<file path="config.mk">
export PLATFORM = sky130hd
export DESIGN_NAME = poly_frommsg_ctrl
export DESIGN_NICKNAME = d
export VERILOG_FILES = /design/src/rtl/athos_pkg.sv /design/src/rtl/poly_frommsg.sv /design/src/rtl/poly_frommsg_ctrl.sv
export SDC_FILE = /design/constraint.sdc
export NUM_CORES = 1
export LEC_CHECK = 0
export ABC_AREA = 1
export BUFFER_PORTS_ARGS = -buffer_cell sky130_fd_sc_hd__clkbuf_2
export CAP_MARGIN = 20
export CORE_MARGIN = 4
export CORE_UTILIZATION = 25
export DETAILED_ROUTE_END_ITERATION = 10
export GPL_ROUTABILITY_DRIVEN = 0
export PLACE_DENSITY_LB_ADDON = 0.1
export SYNTH_ARGS = -nofsm -noshare
export SYNTH_HDL_FRONTEND = slang
export SYNTH_SLANG_ARGS = --single-unit
</file>
<file path="constraint.sdc">
create_clock -name clk_i -period 5.5 [get_ports clk_i]
set_input_delay 0.825 -clock clk_i [delete_from_list [all_inputs] [get_ports clk_i]]
set_output_delay 0.825 -clock clk_i [all_outputs]
set_load 0.02 [all_outputs]
</file>
<file path="src/rtl/athos_pkg.sv">
// Shared types and constants for the athos accelerator.
// Includes the Kyber poly_frommsg lane and sequencer definitions.
package athos_pkg;

  localparam int          KYBER_N      = 256;
  localparam logic [15:0] KYBER_Q_HALF = 16'd1665;

  typedef enum logic [1:0] {
    IDLE,
    LOAD,
    EMIT,
    DONE
  } frommsg_state_e;

  typedef struct packed {
    logic [31:0] rs1;
    logic [31:0] rs2;
  } in_t;

  typedef struct packed {
    logic [31:0] rd1;
    logic [31:0] rd2;
  } out_t;

endpackage

</file>
<file path="src/rtl/poly_frommsg.sv">
// Combinational poly_frommsg lane: picks bit rs2[3:0] of the
// halfword in rs1 and maps it to 0 or q/2 in rd2.
module poly_frommsg
  import athos_pkg::*;
(
  input  in_t  i_in,
  output out_t o_out
);

  logic [15:0] w_h;
  logic        w_bit;
  logic        w_unused;

  assign w_h   = i_in.rs1[15:0];
  assign w_bit = w_h[i_in.rs2[3:0]];

  assign o_out.rd1 = {31'd0, w_bit};
  assign o_out.rd2 = {16'd0, w_bit ? KYBER_Q_HALF : 16'd0};

  assign w_unused = ^{i_in.rs1[31:16], i_in.rs2[31:4]};

endmodule

</file>
<file path="src/rtl/poly_frommsg_ctrl.sv">
// Sequencer for Kyber poly_frommsg: loads the message words, then
// streams packed coefficient pairs from two datapath lanes.
module poly_frommsg_ctrl
  import athos_pkg::*;
#(
  parameter int MSG_WORDS = KYBER_N / 32,
  parameter int OUT_AW    = 7
) (
  input  logic              clk_i,
  input  logic              rst_ni,
  input  logic              start_i,
  input  logic              msg_valid_i,
  output logic              msg_ready_o,
  input  logic [31:0]       msg_data_i,
  output logic              coef_valid_o,
  input  logic              coef_ready_i,
  output logic [OUT_AW-1:0] coef_addr_o,
  output logic [31:0]       coef_data_o,
  output logic              busy_o,
  output logic              done_o
);

  localparam int MSG_W = 32 * MSG_WORDS;
  localparam int NHALF = 2 * MSG_WORDS;
  localparam int WCW   = (MSG_WORDS > 1) ?
                         $clog2(MSG_WORDS) : 1;
  localparam logic [WCW-1:0] WLAST =
    WCW'(MSG_WORDS - 1);
  localparam logic [OUT_AW-1:0] KLAST =
    OUT_AW'(16 * MSG_WORDS - 1);

  frommsg_state_e r_state;
  frommsg_state_e w_next;

  logic [MSG_W-1:0]  r_msg;
  logic [MSG_W-1:0]  w_msg;
  logic [WCW-1:0]    r_wcnt;
  logic [OUT_AW-1:0] r_addr;
  logic [OUT_AW-1:0] w_kn;
  logic [31:0]       r_data;
  logic [31:0]       w_data;
  logic [15:0]       w_halves [NHALF];
  logic [15:0]       w_half;
  logic              w_msg_hs;
  logic              w_coef_hs;
  logic              w_unused;

  in_t  w_in0;
  in_t  w_in1;
  out_t w_out0;
  out_t w_out1;

  assign w_msg_hs  = (r_state == LOAD) & msg_valid_i;
  assign w_coef_hs = (r_state == EMIT) & coef_ready_i;

  always_ff @(posedge clk_i) begin
    if (!rst_ni) r_state <= IDLE;
    else         r_state <= w_next;
  end

  always_comb begin
    w_next = r_state;
    unique case (r_state)
      IDLE: if (start_i) w_next = LOAD;
      LOAD: if (w_msg_hs && r_wcnt == WLAST)
              w_next = EMIT;
      EMIT: if (w_coef_hs && r_addr == KLAST)
              w_next = DONE;
      DONE: w_next = IDLE;
      default: w_next = IDLE;
    endcase
  end

  // Merge the incoming word so word 0 can be built on the last load edge
  always_comb begin
    w_msg = r_msg;
    for (int w = 0; w < MSG_WORDS; w++) begin
      if (w_msg_hs && r_wcnt == WCW'(w))
        w_msg[32*w +: 32] = msg_data_i;
    end
  end

  always_comb begin
    for (int i = 0; i < NHALF; i++)
      w_halves[i] = w_msg[16*i +: 16];
  end

  assign w_kn   = (r_state == EMIT) ? r_addr + 1'b1 : '0;
  assign w_half = w_halves[w_kn[OUT_AW-1:3]];

  assign w_in0.rs1 = {16'd0, w_half};
  assign w_in0.rs2 = {27'd0, w_kn[2:0], 1'b0};
  assign w_in1.rs1 = {16'd0, w_half};
  assign w_in1.rs2 = {27'd0, w_kn[2:0], 1'b1};

  poly_frommsg u_lane0 (
    .i_in  (w_in0),
    .o_out (w_out0)
  );

  poly_frommsg u_lane1 (
    .i_in  (w_in1),
    .o_out (w_out1)
  );

  assign w_data = {w_out1.rd2[15:0], w_out0.rd2[15:0]};

  assign w_unused = ^{w_out0.rd1, w_out0.rd2[31:16],
                      w_out1.rd1, w_out1.rd2[31:16]};

  always_ff @(posedge clk_i) begin
    if (!rst_ni) begin
      r_msg  <= '0;
      r_wcnt <= '0;
      r_addr <= '0;
      r_data <= '0;
    end else begin
      unique case (r_state)
        IDLE: r_wcnt <= '0;
        LOAD: begin
          if (w_msg_hs) begin
            r_msg  <= w_msg;
            r_wcnt <= r_wcnt + 1'b1;
            if (r_wcnt == WLAST) begin
              r_addr <= '0;
              r_data <= w_data;
            end
          end
        end
        EMIT: begin
          if (w_coef_hs && r_addr != KLAST) begin
            r_addr <= w_kn;
            r_data <= w_data;
          end
        end
        default: ;
      endcase
    end
  end

  always_comb begin
    msg_ready_o  = 1'b0;
    coef_valid_o = 1'b0;
    busy_o       = 1'b0;
    done_o       = 1'b0;
    unique case (r_state)
      IDLE: ;
      LOAD: begin
        msg_ready_o = 1'b1;
        busy_o      = 1'b1;
      end
      EMIT: begin
        coef_valid_o = 1'b1;
        busy_o       = 1'b1;
      end
      DONE: begin
        done_o = 1'b1;
        busy_o = 1'b1;
      end
      default: ;
    endcase
  end

  assign coef_addr_o = r_addr;
  assign coef_data_o = r_data;

endmodule

</file>
==> metrics.md <==
| Metric | Value |
|---|---|
| Status | finished clean |
| Tightest Pin Transition | 1047 ps |
| # hold bufs at CTS | 0 |
| Ys Warns | 0 |
| Number of global-route vias before repair | 11420 |
| FF+latch count, synth | 270 |
| Largest cells by area after synthesis | dfxtp_1 42%, nand2_1 16%, nand3_1 10%, nor2_1 8.4%, o21ai_0 8.0% |
| Area grow syn2layout | 14.17% |
| Min-Delay Path Depth | 2 |
| Hold Vio Cnt, Final | 0 |
| GRT Overall Usage | 15.93% |
| DRC | 0 |
| Worst hold path class | flop to flop |
| Root buffer cell | clkbuf_16 |
| Fmax | 273.0 MHz |
| Max-cap violations | 0 |
| Area after DPL | 0.01354 mm^2 |
| Final Cycle Share | 66.60% |
| CTS resizes | 0 |
| Final ANT Viol Nets | 0 |
| Detailed placement HPWL | 27270 um |
| Crit Path Category | flop to flop |
| Crit-path slowest cell | nand2_2 |
| Sequential area share after synthesis | 42.09% |
| Core area | 0.05048 mm^2 |
| EDFF count, synth | 0 |
| DR iter-0 viols | 907 |
| Largest family of logic cells by synthesized area | simple AND/OR/NAND/NOR gates |
| Die Ht | 234.6 um |
| Min-delay src | r_msg[3] |
| Post-synthesis mux area share | 0% |
| Initial antenna violation count | 0 |
| Final Cell Area | 0.01466 mm^2 |
| Overflow after GRT | 0 |
| Core Rows | 82 |
| Unrepaired setup endpoints after global routing | false |
| Share of cells above drive strength 1 | 7.297% |
| Initial Utilization | 25.44% |
| Startpoint types | flop |
| CTS tree | done |
| Setup TNS Final | 0 ps |
| Largest area contributor in the netlist | dfxtp_1 |
| Slew HR | 30.01% |
| Most frequent CP cell | nand3_1 |
| Postcts setup bufs | 0 |
| Largest net degree at the start of global routing | 156 |
| Share of the synthesized area in the top cell type | 42.09% |
| Synth unique cells | 27 |
| Reg-to-Reg End | coef_data_o[10] |
| Total die area | 0.05506 mm^2 |
| Worst setup EP type | flop |
| PwrDens | 367.6 mW/mm^2 |
| Hold endpoint | r_msg[3] |
| Worst EP required | 5930 ps |
| Pre-Repair DR Iteration Count | 4 |
| Asr flop ratio synth | 0% |
| VDD IR max | 0.1685 mV |
| Post-Synth XOR/XNOR Area | 0% |
| CTS Sinks | 270 |
| CP max FO | 43 |
| Top Ports | 80 |
| WL final | 44920 um |
| Post-synthesis compound-gate area fraction | 10.39% |
| Synth Area in Adders | 1.169% |
| Syn Inst Count | 1984 |
| CTS buffer count | 36 |
| Worst reg-to-reg setup slack | 1840 ps |
| Vias per cell | 4.561 |
| Minimum clock period | 3663 ps |
| Worst Clk Skew | 16.33 ps |
| Clk slew on worst S/H paths | 60 ps |
| Fin Hold WS | 473.7 ps |
| Slew Limit Fails | 0 |
| Port Buffers | 55 |
| Worst-skew pair later-pin latency | 540 ps |
| Crit path largest cell delay | 590 ps |
| N_diodes | 0 |
| First-pass GRT wire length | 69740 um |
| Bufs on Longest Clock Path | 3 |
| Cell Area, Synth | 0.01284 mm^2 |
| Syn_area_per_cell | 6.473 um^2 |
| Avg WL per Cell | 16.89 um |
| Final Setup Violations | 0 |
| Crit-path cells | inv_1, ha_1, nand2_4, inv_2, nand2_2, buf_4, o21ai_1, nand2_1, nand3_1, nand3_1, nand3_1, nand3_1, nand3_1, nand2_1, nand2_1, nand3_1, nand2_1, inv_1 |
| DR vias | 12130 |
| H-tree levels | 2 |
| Most common cell in the synthesized netlist | nand2_1 |
| R2r startpoint | r_state[1] |
| Post-Synth Simple-Gate Area | 35.73% |
| Crit path arrival time | 4090 ps |
| Most common library cells after synthesis | 550 x nand2_1, 288 x nor2_1, 270 x dfxtp_1 |
| Ys flop type | dfxtp_1 |
| Final-stage net count | 2014 |
| Pleak | 6.622 nW |
| Die Wd | 234.6 um |
| R2r worst-path depth | 18 |
-- flip-flops by register name (all words and copies together) (netlist names) --
register / count
r_wcnt: 3
coef_data_o: 2
coef_addr_o: 7
r_state: 2
r_msg: 256
-- cell usage in the layout (no fill, tap or decap), types with 20 or more instances in the layout --
cell type | synthesis | routed
clkbuf_16 | 0 | 37
nor2_1 | 288 | 285
conb_1 | 1 | 24
dfxtp_1 | 270 | 270
nand3_1 | 268 | 267
buf_4 | 31 | 20
a21oi_1 | 24 | 24
o21ai_0 | 205 | 205
inv_1 | 150 | 149
nand2_1 | 550 | 548
o21ai_1 | 32 | 32
clkbuf_2 | 0 | 55
-- through the flow --
stage	total power [mW]	utilization [%]	worst slack, ps	cells
after floorplan	2.870	-	3055	2007
after global placement	3.217	26.80	1715	2597
after detailed placement	3.225	26.83	1688	2598
after CTS	5.491	28.99	1786	2658
after global routing	5.692	29.05	1437	2659
final	5.390	29.05	1837	2659
-- worst max-delay path, delay by kind of cell, from the launching register on --
family,cells,cell delay [ps]
compound gates,1,180
fa+ha+maj,1,380
buf+inv,4,880
flops,1,330
simple gates,12,1780
-- where the power goes --
group	switching [mW]	leakage [nW]	internal (mW)	total, mW
clock	0.897	0.532	1.32	2.22
combinational	0.761	3.91	0.307	1.07
sequential	0.0543	2.18	2.05	2.10
-- kinds of logic (layout without fill, tap and decap cells) --
group                    after synthesis  after routing
flip-flops                           270            270
AND/OR/NAND/NOR                     1122           1122
AO/OA/AOI/OAI                        265            265
other                                  1             24
adder cells (fa/ha/maj)               12             12
buffers and inverters                314            294
-- final cells by class --
class | count | area, um^2
clock inverter | 4 | 22.52
inverter | 155 | 590.6
clock buffer | 56 | 1067
tap | 672 | 840.8
sequential | 270 | 5405
timing repair buffer | 79 | 508.0
fill | 5615 | 35820
multi-input combinational | 1423 | 6227
-- how the worst max path moves through the flow --
| stage | startpoint | cells past startpoint | end |
|---|---|---|---|
| final | r_state[1] | 18 | coef_data_o[10] |
| after global routing | r_state[1] | 18 | coef_data_o[10] |
| after CTS | r_state[1] | 18 | coef_data_o[10] |
| after detailed placement | msg_valid_i | 17 | coef_data_o[10] |
| after global placement | msg_valid_i | 17 | coef_data_o[10] |
| after floorplan | r_state[1] | 20 | coef_data_o[25] |
-- per-layer routing --
layer / global-route usage [%] / part of all wire [%] / wire, um
met4: 4.726 / 2.2 / 1008
met2: 25.35 / 44 / 19800
met3: 2.228 / 3.6 / 1633
met1: 22.50 / 50 / 22470
met5: 0 / 0 / 0
No activity file was read; power rests on OpenSTA's default activity.
